## src/rtl/eq_pkg.sv

```systemverilog
// Shared constants and types for the equalizer datapath: sample/band
// geometry defaults, channel codes and the band scheduler state encoding.
package eq_pkg;

  localparam int DW     = 24;  // sample width, signed two's complement
  localparam int NBANDS = 5;   // EQ bands per channel
  localparam int BW     = 3;   // band index width

  localparam logic CH_L = 1'b0;
  localparam logic CH_R = 1'b1;

  typedef enum logic [1:0] {
    IDLE  = 2'd0,
    ISSUE = 2'd1,
    WAIT  = 2'd2,
    DONE  = 2'd3
  } state_t;

endpackage

```

## src/rtl/eq_band_sched_if.sv

```systemverilog
// Link between the band scheduler and the shared biquad engine.
//
// Handshake: eng_start is a one-cycle request; eng_chan, eng_band and
// eng_din are valid with it and stay stable until the engine answers.
// eng_done is a one-cycle response with eng_dout valid in that same cycle.
// Exactly one operation is outstanding at a time, so no ready signal exists.
interface eq_band_sched_if #(
  parameter int DW = eq_pkg::DW,
  parameter int BW = eq_pkg::BW
) ();

  logic          eng_start;
  logic          eng_chan;
  logic [BW-1:0] eng_band;
  logic [DW-1:0] eng_din;
  logic          eng_done;
  logic [DW-1:0] eng_dout;

  modport master (
    output eng_start, eng_chan, eng_band, eng_din,
    input  eng_done, eng_dout
  );

  modport slave (
    input  eng_start, eng_chan, eng_band, eng_din,
    output eng_done, eng_dout
  );

endinterface

```

## src/rtl/eq_band_sched.sv

```systemverilog
// Frame scheduler: runs one stereo frame through all EQ bands on a single
// shared biquad engine (left bands first, then right), chaining each band's
// result into the next band, with a bypass path and a dropped-frame counter.
module eq_band_sched
  import eq_pkg::*;
#(
  parameter int DW     = eq_pkg::DW,
  parameter int NBANDS = eq_pkg::NBANDS,
  parameter int BW     = eq_pkg::BW
) (
  input  logic            sys_clk,
  input  logic            rstn,
  input  logic            receive_valid,
  input  logic [DW-1:0]   receive_left_data,
  input  logic [DW-1:0]   receive_right_data,
  input  logic            bypass,
  eq_band_sched_if.master eng,
  output logic            out_valid,
  output logic [DW-1:0]   out_left_data,
  output logic [DW-1:0]   out_right_data,
  output logic            overrun,
  output logic [7:0]      overrun_cnt,
  output state_t          dbg_state
);

  localparam logic [BW-1:0] LAST_BAND = BW'(NBANDS - 1);

  state_t        state_q, state_d;
  logic          chan_q, chan_d;
  logic [BW-1:0] band_q, band_d;
  logic [DW-1:0] l_q, l_d;
  logic [DW-1:0] r_q, r_d;
  logic [DW-1:0] acc_q, acc_d;
  logic [DW-1:0] out_l_q, out_l_d;
  logic [DW-1:0] out_r_q, out_r_d;
  logic          ovr_q, ovr_d;
  logic [7:0]    ovr_cnt_q, ovr_cnt_d;
  logic          start_c;
  logic          out_valid_c;

  // State and datapath registers; reset also clears everything visible outside.
  always_ff @(posedge sys_clk) begin
    if (!rstn) begin
      state_q   <= IDLE;
      chan_q    <= CH_L;
      band_q    <= '0;
      l_q       <= '0;
      r_q       <= '0;
      acc_q     <= '0;
      out_l_q   <= '0;
      out_r_q   <= '0;
      ovr_q     <= 1'b0;
      ovr_cnt_q <= '0;
    end else begin
      state_q   <= state_d;
      chan_q    <= chan_d;
      band_q    <= band_d;
      l_q       <= l_d;
      r_q       <= r_d;
      acc_q     <= acc_d;
      out_l_q   <= out_l_d;
      out_r_q   <= out_r_d;
      ovr_q     <= ovr_d;
      ovr_cnt_q <= ovr_cnt_d;
    end
  end

  // Next-state, band/channel sequencing, output capture and drop counting.
  always_comb begin
    state_d     = state_q;
    chan_d      = chan_q;
    band_d      = band_q;
    l_d         = l_q;
    r_d         = r_q;
    acc_d       = acc_q;
    out_l_d     = out_l_q;
    out_r_d     = out_r_q;
    ovr_d       = 1'b0;
    ovr_cnt_d   = ovr_cnt_q;
    start_c     = 1'b0;
    out_valid_c = 1'b0;

    // Only IDLE can take a frame; anything arriving elsewhere is dropped.
    if (receive_valid && (state_q != IDLE)) begin
      ovr_d = 1'b1;
      if (ovr_cnt_q != 8'hFF) begin
        ovr_cnt_d = ovr_cnt_q + 8'd1;
      end
    end

    case (state_q)
      IDLE: begin
        if (receive_valid) begin
          l_d    = receive_left_data;
          r_d    = receive_right_data;
          chan_d = CH_L;
          band_d = '0;
          if (bypass) begin
            out_l_d = receive_left_data;
            out_r_d = receive_right_data;
            state_d = DONE;
          end else begin
            state_d = ISSUE;
          end
        end
      end
      ISSUE: begin
        start_c = 1'b1;
        state_d = WAIT;
      end
      WAIT: begin
        if (eng.eng_done) begin
          acc_d = eng.eng_dout;
          if (band_q != LAST_BAND) begin
            band_d  = band_q + BW'(1);
            state_d = ISSUE;
          end else if (chan_q == CH_L) begin
            out_l_d = eng.eng_dout;
            chan_d  = CH_R;
            band_d  = '0;
            state_d = ISSUE;
          end else begin
            out_r_d = eng.eng_dout;
            state_d = DONE;
          end
        end
      end
      DONE: begin
        out_valid_c = 1'b1;
        state_d     = IDLE;
      end
      default: state_d = IDLE;
    endcase
  end

  // Band 0 of each channel starts from the latched sample; later bands chain.
  assign eng.eng_start = start_c;
  assign eng.eng_chan  = chan_q;
  assign eng.eng_band  = band_q;
  assign eng.eng_din   = (band_q == '0) ? ((chan_q == CH_L) ? l_q : r_q) : acc_q;

  assign out_valid      = out_valid_c;
  assign out_left_data  = out_l_q;
  assign out_right_data = out_r_q;
  assign overrun        = ovr_q;
  assign overrun_cnt    = ovr_cnt_q;
  assign dbg_state      = state_q;

endmodule
```

## src/flat_wrapper.sv

```systemverilog
// flat-port wrapper written by rule: the top's interface ports become plain ports
module eq_band_sched_flat import eq_pkg::*;
#(
  parameter int DW     = eq_pkg::DW,
  parameter int NBANDS = eq_pkg::NBANDS,
  parameter int BW     = eq_pkg::BW
)
  (sys_clk, rstn, receive_valid, receive_left_data, receive_right_data, bypass, out_valid, out_left_data, out_right_data, overrun, overrun_cnt, dbg_state, eng_eng_start, eng_eng_chan, eng_eng_band, eng_eng_din, eng_eng_done, eng_eng_dout);
  eq_band_sched_if #(.DW(DW), .BW(BW)) eng_i ();
  input  logic sys_clk;
  input  logic rstn;
  input  logic receive_valid;
  input  logic [DW-1:0] receive_left_data;
  input  logic [DW-1:0] receive_right_data;
  input  logic bypass;
  output logic out_valid;
  output logic [DW-1:0] out_left_data;
  output logic [DW-1:0] out_right_data;
  output logic overrun;
  output logic [7:0] overrun_cnt;
  output state_t dbg_state;
  output wire logic [$bits(eng_i.eng_start)-1:0] eng_eng_start;
  output wire logic [$bits(eng_i.eng_chan)-1:0] eng_eng_chan;
  output wire logic [$bits(eng_i.eng_band)-1:0] eng_eng_band;
  output wire logic [$bits(eng_i.eng_din)-1:0] eng_eng_din;
  input wire logic [$bits(eng_i.eng_done)-1:0] eng_eng_done;
  input wire logic [$bits(eng_i.eng_dout)-1:0] eng_eng_dout;
  assign eng_eng_start = eng_i.eng_start;
  assign eng_eng_chan = eng_i.eng_chan;
  assign eng_eng_band = eng_i.eng_band;
  assign eng_eng_din = eng_i.eng_din;
  assign eng_i.eng_done = eng_eng_done;
  assign eng_i.eng_dout = eng_eng_dout;
  eq_band_sched #(.DW(DW), .NBANDS(NBANDS), .BW(BW)) u_core (.sys_clk(sys_clk), .rstn(rstn), .receive_valid(receive_valid), .receive_left_data(receive_left_data), .receive_right_data(receive_right_data), .bypass(bypass), .eng(eng_i), .out_valid(out_valid), .out_left_data(out_left_data), .out_right_data(out_right_data), .overrun(overrun), .overrun_cnt(overrun_cnt), .dbg_state(dbg_state));
endmodule
```

## config.mk

```make
export PLATFORM = sky130hd
export DESIGN_NAME = eq_band_sched_flat
export DESIGN_NICKNAME = d
export VERILOG_FILES = /design/src/rtl/eq_pkg.sv /design/src/rtl/eq_band_sched_if.sv /design/src/rtl/eq_band_sched.sv /design/src/flat_wrapper.sv
export SDC_FILE = /design/constraint.sdc
export NUM_CORES = 1
export LEC_CHECK = 0
export CAP_MARGIN = 20
export CORE_ASPECT_RATIO = 1.75
export CORE_MARGIN = 2
export CORE_UTILIZATION = 40
export DETAILED_ROUTE_END_ITERATION = 6
export PLACE_DENSITY = 0.69
export SYNTH_ARGS = -nofsm -noshare
export SYNTH_HDL_FRONTEND = slang
export SYNTH_SLANG_ARGS = --single-unit
```

## constraint.sdc

```tcl
create_clock -name sys_clk -period 1.8 [get_ports sys_clk]
set_input_delay 0.27 -clock sys_clk [delete_from_list [all_inputs] [get_ports sys_clk]]
set_output_delay 0.27 -clock sys_clk [all_outputs]
set_load 0.005 [all_outputs]
```

==> results by stage <==
Run status:
- The run finished, with violations left.
- The checks that failed: negative setup slack.

Route:
- The number of iterations in the first detailed-routing pass is 5.
- After detailed routing, the number of remaining DRC violations is 0.
- For this block, the initial DRC count from the detailed router was 318.
- The overall via count from detail_route is 5945.
- The average vias per placed instance is 5.35.
- The remaining number of nets flagged by the antenna check after routing is 0.
- The total routed wirelength is 20.3 mm.
- The routed wirelength normalized by instance count is 18.3 µm.

Global route:
- Entering global routing, the biggest net connects 49 pins.
- The number of antenna violations at the first check in global routing is 2.
- The via count of the first global-routing pass is 5810.
- For this run the aggregate overflow at the end of global routing stands at 0.
- The global-route usage over all layers is 0.260.
- The first global-routing pass estimated 30.3 mm of wire.

Critical path:
- The slowest cell on the critical path is dfxtp_2.
- In this design, the stage delay of the slowest critical-path cell is 320 ps.
- The critical path goes through inv_2 > ha_4 > nand2b_4 > buf_12 > buf_12 > o21ai_4 > buf_2.
- The most frequent cell on the critical path is buf_12.
- The arrival time reported for the critical path endpoint is 1650 ps.
- The number of cells on the worst reg-to-reg path is 8.
- The biggest fanout along the worst timing path is 5.
- The end of the worst register-to-register path is u_core.out_left_data[8].
- The worst setup path is launched from a flop.
- The startpoint identified for the worst register-to-register timing path is u_core.eng.eng_chan.
- The critical path is of the flop to output pin type.
- For the worst setup path, the data required time is 1530 ps.
- The slack of the worst reg-to-reg path is -30 ps.
- The endpoint kind of the worst setup timing path is an output pin.

Floorplanning:
- Measured along the x axis, the die boundary spans 94.8 µm.
- The y dimension of the die is 163 µm.
- The total die area is 15400 µm².
- The number of top-level pins is 166.
- The total number of placement rows is 58.
- The initial utilization of the core area, before any placement, comes to 0.405.
- The total core area is 14200 µm².

Min path:
- The hold-critical path endpoint is u_core.acc_q[22].
- The type of the most critical hold path is primary input to flop.
- Counting instances, the worst hold path has a depth of 3.
- The startpoint identified for the worst hold timing path is eng_eng_dout[22].

Logic synthesis:
- The number of flip-flops and latches in the synthesized netlist is 135.
- The most used flip-flop cell after synthesis is dfxtp_1.
- The synthesized netlist occupies a cell area of 5770 µm².
- The cell count after synthesis came out at 723.
- The number of enable-type register cells in the synthesized netlist is 0.
- The post-synth net total is 803.
- For this run, the register share of the synthesized area comes to 0.469.
- The synthesized area per cell is 7.97 µm².
- The netlist uses 40 different library cells.
- The number of warnings reported in the yosys synthesis log is 0.
- The async set-or-reset flop fraction in the synthesized netlist is 0.

Clock network:
- TritonCTS built the clock tree.
- The buffer type at the clock tree root is clkbuf_16.
- Clock-pin slew was measured on the worst setup and hold paths at 60 ps.
- The clock sink count is 135.
- Clock latency on the worst-skew pair, taken at its later pin, is 420 ps.
- The number of hold buffers added after cts is 0.
- The H-tree was split into 4 levels.
- No sink is reached through more buffers than the 2 on the longest clock path.
- The number of buffers created by CTS is 17.

Placed design:
- Once placement completed, the tool counted placed cells totaling 1054.
- Buffers placed on the I/O ports in this run total 165.
- Prior to clock tree synthesis, the placed netlist has a worst setup slack of -168 ps.
- The wire-length estimate of the detail-placed layout is 12.8 mm.
- The placed standard-cell area is 7970 µm².
- The final RePlAce weighted congestion is 0.818.

STA:
- Subtracting the final worst setup slack from the clock period gives 1920 ps.
- After layout, the worst setup slack is -124 ps.
- The tightest hold path in the finished design has a slack of 423 ps.
- For the pin with the worst max-slew slack, the measured transition is 464 ps.
- In the finished design, the share of the clock period the worst path needs comes to 1.07.
- The number of endpoints with negative hold slack in the final report is 0.
- Derived from the worst setup path, the maximum achievable clock frequency is 0.520 GHz.
- Clock skew on the completed layout was measured at 16.1 ps.
- The final sum of negative setup slack is -2270 ps.
- Setup repair after global routing could not meet its margin everywhere.
- The relative slew slack is 0.682.
- The max-slew violation total from the final report is 0.
- The setup violation total in the final timing report is 40.

Final layout:
- After filler insertion, the fill cell instance count of the layout stands at 1207.
- Leaving out fill and tap cells, the most frequent cell in the layout is nand2_1.
- With fillers left out, the area of the finished cells amounts to 9200 µm².
- The fraction of layout instances using a drive strength above 1 is 0.212.
- The net count reported at finish is 996.
- The non-filler instance count after layout is 1111.
- At the end of the flow the core is filled with cells to 0.647.
- Leaving out fill and tap cells, the most frequent cells in the layout are nand2_1, clkdlybuf4s50_1, dfxtp_1, a21oi_1, nor2_1.
- The area growth from synthesis to layout is 59.5%.

Pwr:
- The areal power density over the cells is 920 nW/µm².
- The maximum vdd ir drop is 0.620 mV.
- After layout, the design draws a total of 8.46 mW.
- The leakage power is 3.49 nW.

Run:
- The max-cap violation count is 0.
power by group:
part | internal (mW) | switching, mW
logic | 0.886 | 0.837
registers | 3.19 | 0.123
clock network | 2.05 | 1.38
total | 6.13 | 2.34
worst max-delay path: cells and delay by family, from the launching register on:
family                     cells  cell delay [ps]
buffers and inverters          4              510
and+or+nand+nor                1              120
adders and majority gates      1              150
DFF                            1              320
AOI/OAI and AO/OA              1              140
state kept, by name, indices dropped and copies added (netlist names):
| name | flops |
|---|---|
| u_core.r_q | 24 |
| u_core.dbg_state | 2 |
| u_core.eng.eng_chan | 1 |
| u_core.overrun | 1 |
| u_core.eng.eng_band | 3 |
| u_core.l_q | 24 |
| u_core.overrun_cnt | 8 |
| u_core.out_left_data | 24 |
| u_core.out_right_data | 24 |
| u_core.acc_q | 24 |
layout make-up:
type / instances / area, µm² / share of cell area
Clock inverter: 14 / 149 / 0.0162
Clock buffer: 18 / 429 / 0.0467
Timing Repair Buffer: 230 / 2490 / 0.271
Inverter: 4 / 17.5 / 0.00190
Antenna cell: 2 / 5.00 / 0.000544
Tap cell: 180 / 225 / 0.0245
Multi-Input combinational cell: 528 / 3160 / 0.344
Sequential cell: 135 / 2710 / 0.295
kinds of logic (layout without fill, tap and decap cells):
logic type,count (synthesis),after routing,share of synthesized area
AO/OA/AOI/OAI,211,211,0.218
XOR/XNOR,4,4,0.00608
adder cells (fa/ha/maj),3,3,0.00651
buffers and inverters,60,266,0.0456
flip-flops,135,135,0.469
multiplexers,27,27,0.0471
other,0,2,0
AND/OR/NAND/NOR,283,283,0.208
cells in the mapped netlist, drive strengths merged (2+ instances only):
cell type	instances	share of area
o31ai	2	0.0026
o21ai	27	0.025
inv	3	0.0020
xor2	3	0.0046
a211oi	50	0.069
clkbuf	34	0.022
mux2i	26	0.045
nand3	5	0.0043
ha	3	0.0065
nor2	58	0.038
and2	26	0.028
nor3	4	0.0035
nand4	3	0.0033
nand2	173	0.11
a21oi	124	0.11
nand3b	2	0.0026
o21a	3	0.0052
nand2b	4	0.0043
buf	22	0.021
dfxtp	135	0.47
or4	2	0.0026
how the worst max path moves through the flow:
stage,from,to,slack [ps],cells past startpoint
finish,u_core.eng.eng_band[0],eng_eng_din[3],-120,7
floorplan,u_core.eng.eng_band[0],u_core.eng.eng_band[0],50,6
global placement,u_core.eng.eng_band[0],eng_eng_din[3],-160,7
detailed placement,u_core.eng.eng_band[0],eng_eng_din[3],-170,7
CTS,u_core.eng.eng_band[0],eng_eng_din[3],-120,7
global route,u_core.eng.eng_band[0],eng_eng_din[5],-160,7
per-layer routing:
metal	global-route usage	vias up	wire [µm]
met5	0	-	0
met4	0.150	0	780
met3	0.0426	40	796
met2	0.464	183	11200
met1	0.282	2850	7540
li1	-	2872	-
repair_timing:
| item | CTS | global route |
|---|---|---|
| cloned | 9 | 1 |
| gates resized for setup | 187 | 35 |
| hold endpoints to repair | 0 | 0 |
| endpoints found under the setup margin | 52 | 49 |
| setup buffers | 10 | 8 |
| pin swaps | 15 | 28 |
No activity file was read; power rests on OpenSTA's default activity.
